File: src/rtl/prefix_adder.sv
// Kogge-Stone parallel-prefix adder with carry-in/carry-out and a single
// output register. {Cout,Sum} = A + B + Cin, one cycle after the operands
// are sampled; a new operand set is accepted on every clock.
module prefix_adder #(
  parameter int N = 8
) (
  input  logic         clk,
  input  logic         rst,
  input  logic [N-1:0] A,
  input  logic [N-1:0] B,
  input  logic         Cin,
  output logic [N-1:0] Sum,
  output logic         Cout
);

  // Cin occupies prefix position 0 and operand bit i occupies position i+1,
  // so the tree spans N+1 positions. Cout must see all of them, including
  // Cin, which needs $clog2(N+1) levels. With only $clog2(N) levels a
  // power-of-two N would drop Cin from the carry out of the top bit.
  localparam int LVLS = $clog2(N + 1);

  // Group generate/propagate after each level; index 0 is the pre-processed
  // input and index LVLS is the final prefix result.
  logic [N:0] gen_l [LVLS+1];
  logic [N:0] prp_l [LVLS+1];

  logic [N-1:0] p_bit;
  logic [N-1:0] sum_c;
  logic         cout_c;

  // Prefix tree: combine each node with the node d positions below it.
  // Nodes with no partner at distance d pass through, so every node is
  // driven for any N, powers of two or not.
  always_comb begin
    p_bit    = A ^ B;
    gen_l[0] = {A & B, Cin};
    prp_l[0] = {p_bit, 1'b0};
    for (int l = 0; l < LVLS; l++) begin
      for (int j = 0; j <= N; j++) begin
        if (j >= (1 << l)) begin
          gen_l[l+1][j] = gen_l[l][j] | (prp_l[l][j] & gen_l[l][j-(1<<l)]);
          prp_l[l+1][j] = prp_l[l][j] & prp_l[l][j-(1<<l)];
        end else begin
          gen_l[l+1][j] = gen_l[l][j];
          prp_l[l+1][j] = prp_l[l][j];
        end
      end
    end
  end

  // Post-process: the carry into bit i is the group generate of everything
  // below it, which sits at prefix position i.
  always_comb begin
    sum_c  = p_bit ^ gen_l[LVLS][N-1:0];
    cout_c = gen_l[LVLS][N];
  end

  // ---- stage boundary: output register ----
  // Result register; reset clears the result and wins over any operands.
  always_ff @(posedge clk) begin
    if (rst) begin
      Sum  <= '0;
      Cout <= 1'b0;
    end else begin
      Sum  <= sum_c;
      Cout <= cout_c;
    end
  end

endmodule

File: config.mk
export PLATFORM = sky130hd
export DESIGN_NAME = prefix_adder
export DESIGN_NICKNAME = d
export VERILOG_FILES = /design/src/rtl/prefix_adder.sv
export SDC_FILE = /design/constraint.sdc
export NUM_CORES = 1
export LEC_CHECK = 0
export CORE_MARGIN = 2
export CORE_UTILIZATION = 41
export DETAILED_ROUTE_END_ITERATION = 6
export PLACE_DENSITY = 0.85
export SLEW_MARGIN = 30
export SYNTH_ARGS = -nofsm -noshare
export SYNTH_HDL_FRONTEND = slang
export SYNTH_SLANG_ARGS = --single-unit
File: constraint.sdc
create_clock -name clk -period 3.95 [get_ports clk]
set_input_delay 0.79 -clock clk [delete_from_list [all_inputs] [get_ports clk]]
set_output_delay 0.79 -clock clk [all_outputs]
set_load 0.005 [all_outputs]
==> impl_metrics.env <==
export IMPL_synth_cell_type_count=29
export IMPL_gp_congestion=0.825
export IMPL_gr_total_overflow=0
export IMPL_power_density_nw_per_um2=310
export IMPL_io_buffers=27
export IMPL_yosysSeqAreaShare_pct=31.2
export IMPL_critPathLaunch="A[0]"
export IMPL_hold_viol=0
export IMPL_m1WireLength_um=515
export IMPL_cts_setup_buffers=0
export IMPL_initial_core_util_pct=44.3
export IMPL_syn_avg_cell_area_um2=9.01
export IMPL_path_max_fanout=2
export IMPL_finalWirelength_um=1190
export IMPL_yosys_warnings=0
export IMPL_layout_drive_gt1_share_pct=6.38
export IMPL_clk_path_buf_depth=2
export IMPL_dieWidth_um=41.5
export IMPL_slew_headroom_pct=67.2
export IMPL_startpoint_type="input port"
export IMPL_cts_root_buffer="clkbuf_4"
export IMPL_setup_tns_ns=0
export IMPL_drv_cap=0
export IMPL_grt_use_total_pct=16.3
export IMPL_nets=123
export IMPL_htree_levels=1
export IMPL_status="finished clean"
export IMPL_netlist_area_leader_share_pct=31.2
export IMPL_setup_violations=0
export IMPL_grt_pass1_vias=571
export IMPL_cts_made_buffers=3
export IMPL_drt_pass1_iterations=4
export IMPL_max_freq_ghz=0.405
export IMPL_drt_vias_per_instance=5.23
export IMPL_antenna_left=0
export IMPL_layout_commonest_cell="clkdlybuf4s50_1"
export IMPL_worstMarginPinSlew_ns=0.492
export IMPL_post_drt_wl_per_cell_um=10.9
export IMPL_path_class="input port to flop"
export IMPL_rsz0062_at_grt="false"
export IMPL_place_hpwl_um=1020
export IMPL_p_leak_uw=0.000387
export IMPL_cp_data_required_time_ns=4.14
export IMPL_whs_ns=1.27
export IMPL_cts_sinks=9
export IMPL_wl_met3_um=57
export IMPL_area_growth_pct=54.0
export IMPL_ios=28
export IMPL_hold_start="B[0]"
export IMPL_period_minus_slack_ns=2.47
export IMPL_timing_final_crit_share_pct=62.5
export IMPL_antenna_found_initial=0
export IMPL_drc=0
export IMPL_endpoint_kind="flop"
export IMPL_num_rows=13
export IMPL_core_area_um2=1300
export IMPL_ctsResizeCount=0
export IMPL_vias=570
export IMPL_dr_first_iter_drc_count=4
export IMPL_synth_cells=64
export IMPL_die_y_um=41.5
export IMPL_ys_ff_latch=9
export IMPL_yosys_area_top_type="dfxtp_1"
export IMPL_finalPower_uw=276
export IMPL_grt_pass1_wl_um=2190
export IMPL_grt_max_degree=12
export IMPL_crit_arrival_ns=2.66
export IMPL_cts_tree="yes"
export IMPL_synthTopCellsByArea="dfxtp_1, ha_1, a21oi_1"
export IMPL_synth_area_um2=577
export IMPL_dieArea_um2=1720
export IMPL_hold_class="input port to flop"
export IMPL_cts_hold_buf=0
export IMPL_n_antenna_cell=0
export IMPL_wl_met2_um=583
export IMPL_synth_nets=92
export IMPL_ir_worst_vdd_v=0.000179
export IMPL_highest_layer="met4"
export IMPL_drv_slew=0
export IMPL_layout_common_cells="clkdlybuf4s50_1, dfxtp_1, ha_1, inv_1"
export IMPL_clk_pin_slew_ns=0.06
==> registers in the layout, indices dropped and copies added (netlist names) <==
signal	flops
Cout	1
Sum	8
==> critical path, cell delays in order <==
cell	delay [ns]
clkdlybuf4s50_1	0.43
ha_1	0.30
a21o_1	0.19
nand4_1	0.09
nand3_1	0.14
a221oi_1	0.48
mux2i_1	0.24
==> synth_stat cells (all sizes together) <==
cell and count:
inv 6, nor2 5, nor3 3, o21ai 3
nand3 3, xnor2 1, a221oi 2, fa 1
nand2b 1, a21o 1, a211oi 1, and2 1
o21a 1, a21oi 5, mux2i 2, o32ai 1
xor2 1, nor3b 1, nand4 1, o31a 1
nand2 2, clkbuf 1, or2 1, nor2b 2
dfxtp 9, ha 8
==> worst paths after layout <==
kind,to,slack (ns),depth (start not counted)
worst max-delay path,Sum[6],1.48,7
worst min-delay path,Sum[0],1.27,4
==> power by group <==
part	total (uW)	internal, uW	switching, uW	leakage, uW
Sequential	105	102	2.63	0.0000751
Clock	72.0	39.0	33.0	0.0000150
Combinational	99.0	59.4	39.5	0.000297
==> per-layer routing <==
| layer | vias to the layer above | global-route usage [%] |
|---|---|---|
| li1 | 295 | - |
| met1 | 248 | 18.2 |
| met2 | 23 | 27.8 |
| met3 | 4 | 2.61 |
| met4 | 0 | 11.6 |
| met5 | - | 0 |
==> per-stage QoR <==
| step | setup WS (ns) | utilization (%) | cell area, um^2 | cells |
|---|---|---|---|---|
| after detailed placement | 1.21 | 66.3 | 862 | 105 |
| after floorplan | 1.79 | - | 577 | 64 |
| after global placement | 1.31 | 66.3 | 862 | 105 |
| after CTS | 1.48 | 68.3 | 888 | 109 |
| final | 1.48 | 68.3 | 888 | 109 |
| after global routing | 1.36 | 68.3 | 888 | 109 |
==> cell families (layout without fill, tap and decap cells) <==
group	Yosys count	after routing	synth area share (%)
AND/OR/NAND/NOR	20	20	18.9
AO/OA/AOI/OAI	15	15	18.0
adder cells (fa/ha/maj)	9	9	20.8
flip-flops	9	9	31.2
buffers and inverters	7	37	4.55
XOR/XNOR	2	2	3.04
multiplexers	2	2	3.47
==> layout make-up <==
class | count | area, um^2
clock buffer | 4 | 26.3
fill | 114 | 413
inverter | 6 | 22.5
multi-input combinational | 48 | 370
sequential | 9 | 180
tap | 15 | 18.8
timing repair buffer | 27 | 270
Power figures use the tool's default switching activity.
